### config.mk
export PLATFORM = sky130hd
export DESIGN_NAME = imem_fetch
export DESIGN_NICKNAME = d
export VERILOG_FILES = /design/src/rtl/imem_fetch.sv
export SDC_FILE = /design/constraint.sdc
export NUM_CORES = 2
export LEC_CHECK = 0
export CORE_UTILIZATION = 35
export CTS_CLUSTER_DIAMETER = 50
export DETAILED_ROUTE_END_ITERATION = 12
export GPL_ROUTABILITY_DRIVEN = 0
export GPL_TIMING_DRIVEN = 0
export SKIP_CTS_REPAIR_TIMING = 1
export SYNTH_ARGS = -nofsm -noshare
export SYNTH_HDL_FRONTEND = slang
export SYNTH_SLANG_ARGS = --single-unit
### constraint.sdc
create_clock -name clka -period 5.2 [get_ports clka]
set_input_delay 1.04 -clock clka [delete_from_list [all_inputs] [get_ports clka]]
set_output_delay 1.04 -clock clka [all_outputs]
set_load 0.05 [all_outputs]
### src/rtl/imem_fetch.sv
// Instruction memory with a credit-checked fetch port, a one-cycle registered read,
// a 2-entry response buffer and a program-load port.
module imem_fetch #(
    parameter int unsigned DATA_W    = 32,
    parameter int unsigned DEPTH     = 64,
    parameter int unsigned ADDR_W    = 32,
    parameter logic [31:0] NOP_WORD  = 32'h00000013,
    parameter string       INIT_FILE = ""
) (
    input  logic                     clka,
    input  logic                     rst,
    input  logic                     req_valid,
    output logic                     req_ready,
    input  logic [ADDR_W-1:0]        req_addr,
    output logic                     rsp_valid,
    input  logic                     rsp_ready,
    output logic [DATA_W-1:0]        rsp_data,
    output logic [1:0]               rsp_err,
    input  logic                     ld_en,
    input  logic [$clog2(DEPTH)-1:0] ld_addr,
    input  logic [DATA_W-1:0]        ld_data
);

    localparam int unsigned OFS    = $clog2(DATA_W / 8);
    localparam int unsigned IDX_W  = $clog2(DEPTH);
    localparam int unsigned WIDX_W = ADDR_W - OFS;
    localparam logic [DATA_W-1:0] NOP = DATA_W'(NOP_WORD);

    logic [DATA_W-1:0] r_mem [DEPTH];

    logic              r_pend;
    logic [DATA_W-1:0] r_rd_word;
    logic [1:0]        r_rd_err;

    logic [DATA_W-1:0] r_buf_data [2];
    logic [1:0]        r_buf_err  [2];
    logic              r_wr_ptr;
    logic              r_rd_ptr;
    logic [1:0]        r_occ;

    logic [WIDX_W-1:0] w_widx;
    logic              w_mis;
    logic              w_oor;
    logic              w_pop;
    logic [2:0]        w_credit;
    logic              w_accept;
    logic [DATA_W-1:0] w_push_data;

    // Range check uses the full word index so high address bits never alias into the array.
    assign w_widx = req_addr[ADDR_W-1:OFS];
    assign w_mis  = |req_addr[OFS-1:0];
    assign w_oor  = (w_widx >= WIDX_W'(DEPTH));

    assign rsp_valid = (r_occ != 2'd0);
    assign rsp_data  = r_buf_data[r_rd_ptr];
    assign rsp_err   = r_buf_err[r_rd_ptr];

    assign w_pop    = rsp_valid && rsp_ready;
    assign w_credit = 3'(r_occ) + 3'(r_pend) - 3'(w_pop);
    assign req_ready = !rst && !ld_en && (w_credit < 3'd2);
    assign w_accept  = req_valid && req_ready;

    assign w_push_data = (r_rd_err != 2'b00) ? NOP : r_rd_word;

    // NOTE: the array has no reset; clearing it would turn the RAM into a register bank,
    // and reloading a program is the load port's job.
    always_ff @(posedge clka) begin
        if (ld_en) begin
            r_mem[ld_addr] <= ld_data;
        end
        if (w_accept) begin
            r_rd_word <= r_mem[w_widx[IDX_W-1:0]];
        end
    end

    // NOTE: every sequential assignment is non-blocking so all registers update from the
    // same pre-edge values, regardless of statement order.
    always_ff @(posedge clka) begin
        if (rst) begin
            r_pend   <= 1'b0;
            r_rd_err <= 2'b00;
        end else begin
            r_pend <= w_accept;
            if (w_accept) begin
                r_rd_err <= {w_oor, w_mis};
            end
        end
    end

    always_ff @(posedge clka) begin
        if (rst) begin
            r_buf_data[0] <= '0;
            r_buf_data[1] <= '0;
            r_buf_err[0]  <= 2'b00;
            r_buf_err[1]  <= 2'b00;
            r_wr_ptr      <= 1'b0;
            r_rd_ptr      <= 1'b0;
            r_occ         <= 2'd0;
        end else begin
            if (r_pend) begin
                r_buf_data[r_wr_ptr] <= w_push_data;
                r_buf_err[r_wr_ptr]  <= r_rd_err;
                r_wr_ptr             <= ~r_wr_ptr;
            end
            if (w_pop) begin
                r_rd_ptr <= ~r_rd_ptr;
            end
            r_occ <= r_occ + 2'(r_pend) - 2'(w_pop);
        end
    end

    // The credit rule guarantees a pushed word always finds a free entry.
    a_no_overflow : assert property (@(posedge clka) disable iff (rst)
        !(r_pend && (r_occ == 2'd2) && !w_pop));

endmodule

==> reports/metrics.yaml <==
run_status:
  status: "finished with violations"
  violations: "max-capacitance violations, negative setup slack"
die:
  fp.dieH_um: 487.1
  die_area_um2: 237200
  pin_count: 111
  fp-row-count: 177
  core_area_um2: 233200
  die_x_um: 487.1
  start_util_pct: 35.31
global_route:
  grt_pass1_wl_um: 329200
  track_usage_pct: 20.24
  grt_max_degree: 60
  grt_pass1_vias: 40293
  antenna_found_initial: 25
  overflow: 0
sta:
  tightestPinTransition_ns: 1.493
  hold_viol: 0
  relSlewSlack_pct: 0.4765
  max_freq_mhz: 189.9
  rsz0062_at_grt: "no"
  drv_slew: 0
  fin_skew_ns: 0.05460
  worst_hold_slack_ns: 0.5288
  period_needed_ns: 5.265
  fin_crit_sh_pct: 101.3
  setup_viol_count_final: 2
  layout_setup_ws_ns: -0.06512
yosys:
  ys.flop_type: "edfxtp_1"
  synth_top_family_by_area: "multiplexers"
  syn_nets: 3583
  synth_top_area_share_pct: 78.32
  ys_async_sr_fraction_pct: 0
  synth_top_area_cell: "edfxtp_1"
  synth_fa_ha_area_share_pct: 0.05469
  ys_warn_count: 0
  synthSimpleGateAreaFrac_pct: 1.741
  ys_seq_area_share_pct: 78.52
  synth_compound_area_share_pct: 1.273
  synthCells: 3505
  synth_xor_area_share_pct: 0.03191
  synthMuxAreaShare_pct: 17.20
  synth_edf_count: 2148
  ys_seq_elements: 2156
  synth_area_um2: 82350
  ys_types: 45
  synth_area_leaders: "edfxtp_1, mux4_2, mux2i_1, mux2_2, nor2_1"
  syn_avg_cell_area_um2: 23.50
layout:
  layout-drive-gt1-share_pct: 30.19
  fin_cells: 7238
  final_nets: 4014
  num-fill-cells: 20032
  areaGrowthSynthToFinish_pct: 17.24
  ff_latch_area_um2: 64660
  multi_input_area_um2: 17250
place:
  dp_cells: 6855
  hpwlAfterDp_um: 158700
  port_buffers: 100
setup_path:
  arrival_ns: 5.78
  path_cells: "clkdlybuf4s50_1 > inv_2 > buf_4 > buf_2 > clkbuf_1 > nand2_1 > clkbuf_1 > o22ai_1 > nor2_1"
  rr_worst_depth: 10
  cp_max_fo: 10
  slowest_stage: "clkbuf_1"
  path_common_cell: "clkbuf_1"
  cp-end-kind: "flop"
  timing.rr.start: "r_occ[1]"
  cp-start-kind: "primary input"
  crit_type: "in -> reg"
  max_stage_delay_ns: 0.82
  r2r_end: "r_rd_word[0]"
  critPathRequiredTime_ns: 5.72
  rrSetupSlack_ns: 2.01
clocking:
  clock_sink_count: 2156
  tritoncts: "done"
  root_buffer: "clkbuf_16"
  cts_buffers: 211
  htreeDepth: 4
  clockBufferDepth: 3
  clock_latency_ns: 0.85
  path_clk_slew_ns: 0.06
route:
  drc_errors: 0
  vias_per_cell: 5.650
  dr.pass1.iters: 5
  wl_per_cell_um: 33.33
  wl_um: 241200
  ant_nets: 0
  drt_iter0_markers: 6007
  vias: 40892
worst_hold_path:
  whs_path_depth: 1
  min_from: "ld_data[20]"
  hold_path_end: "r_mem[16][20]"
  min_path_type: "in -> reg"
power:
  power_density_nw_per_um2: 383.0
  vdd_drop_max_mv: 0.3221
  power.total_mw: 36.98
  power_leakage_nw: 29.89
flow_run:
  maxCapViolations: 1
-- layout by cell type, fill, tap and decap left out, types with 8 or more instances in the layout --
cell type | Yosys | final
a21oi_1 | 44 | 44
a22oi_1 | 8 | 8
and2_1 | 10 | 10
and3_1 | 61 | 61
buf_1 | 19 | 18
buf_12 | 0 | 87
buf_16 | 0 | 18
buf_2 | 68 | 100
buf_4 | 21 | 24
buf_6 | 6 | 14
bufinv_16 | 0 | 8
clkbuf_1 | 80 | 136
clkbuf_16 | 0 | 212
clkdlybuf4s50_1 | 0 | 68
clkinv_1 | 0 | 34
clkinv_2 | 0 | 36
dfxtp_1 | 8 | 8
edfxtp_1 | 2148 | 2148
mux2_2 | 43 | 43
mux2i_1 | 53 | 53
mux4_2 | 584 | 584
nand2_1 | 65 | 64
nand3_1 | 13 | 13
nor2_1 | 103 | 41
nor2_4 | 0 | 62
nor2b_1 | 12 | 12
nor3_1 | 11 | 9
o211ai_1 | 9 | 9
o21ai_0 | 14 | 14
o22ai_1 | 34 | 30
o32ai_1 | 13 | 13
-- how the worst max path moves through the flow --
stage,startpoint,cells after the start,slack [ns],to
2_1_floorplan,rsp_ready,8,0.43,r_rd_word[0]
3_3_place_gp,ld_addr[3],4,-4.38,r_mem[42][30]
3_5_place_dp,req_addr[5],9,-0.82,r_rd_word[13]
4_1_cts,req_addr[5],9,0.06,r_rd_word[25]
5_1_grt,req_addr[5],9,0.03,r_rd_word[13]
6_report,req_addr[5],9,-0.07,r_rd_word[22]
-- metrics by stage --
stage | utilization [%] | setup slack (ns) | area [um^2] | TNS [ns]
floorplan | - | 0.4345 | 82360 | 0
global placement | 37.43 | -4.380 | 87280 | -2448.16
detailed placement | 38.59 | -0.8178 | 89990 | -13.18
CTS | 41.39 | 0.06207 | 96510 | 0
global route | 41.40 | 0.03151 | 96540 | 0
finish | 41.40 | -0.06512 | 96550 | -0.07057
-- power by group --
part	internal [mW]	switching [mW]	leakage, nW
Combinational	1.01	1.90	7.23
Sequential	19.4	0.0731	19.5
Clock	7.96	6.66	3.17
-- metal layers --
| layer | vias to the layer above | global-route usage [%] | share of wire [%] |
|---|---|---|---|
| li1 | 15897 | - | - |
| met1 | 22258 | 27.94 | 40 |
| met2 | 2337 | 31.58 | 47 |
| met3 | 384 | 5.118 | 10 |
| met4 | 16 | 6.078 | 3.1 |
| met5 | - | 0 | 0.042 |
-- layout make-up --
cell class                 instances  share of cell area, %
antenna                            5                0.01296
buffer                           194                 0.9758
clock buffer                     272                  5.738
clock inverter                   106                  1.016
inverter                           9                0.03499
multi-input combinational       1146                  17.86
sequential                      2156                  66.97
tap                             3132                  4.059
timing repair buffer             218                  3.330
-- cells by family (layout without fill, tap and decap cells) --
logic type | Yosys count | count (layout)
xor+xnor | 3 | 3
other cells | 0 | 5
buf+inv | 203 | 799
mux | 680 | 680
simple gates | 300 | 300
compound gates | 160 | 160
flops | 2156 | 2156
fa+ha+maj | 3 | 3
-- sequential cells by signal, summed over array words and instances, names as in the netlist, named ones only --
signal and flops:
r_buf_data 64, r_buf_err 4, r_rd_word 32, r_rd_ptr 1, r_mem 2048, r_pend 1, r_wr_ptr 1, r_occ 2
r_rd_err 2
-- worst max-delay path, delay by kind of cell --
family	cells	cell delay, ns
AND/OR/NAND/NOR	2	0.66
buffers and inverters	6	3.21
AO/OA/AOI/OAI	1	0.81
-- synth_stat cells, types with 4 or more instances --
| library cell | n |
|---|---|
| edfxtp_1 | 2148 |
| mux4_2 | 584 |
| nor2_1 | 103 |
| clkbuf_1 | 80 |
| buf_2 | 68 |
| nand2_1 | 65 |
| and3_1 | 61 |
| mux2i_1 | 53 |
| a21oi_1 | 44 |
| mux2_2 | 43 |
| o22ai_1 | 34 |
| buf_4 | 21 |
| buf_1 | 19 |
| o21ai_0 | 14 |
| nand3_1 | 13 |
| o32ai_1 | 13 |
| nor2b_1 | 12 |
| nor3_1 | 11 |
| and2_1 | 10 |
| o211ai_1 | 9 |
| a22oi_1 | 8 |
| dfxtp_1 | 8 |
| a211oi_1 | 7 |
| a31oi_1 | 7 |
| inv_1 | 7 |
| nor4_1 | 7 |
| buf_6 | 6 |
| a2111oi_0 | 5 |
| nand2b_1 | 5 |
| o221ai_1 | 5 |
| or3_1 | 5 |
| o31ai_1 | 4 |
(Power assumes the default switching activity.)
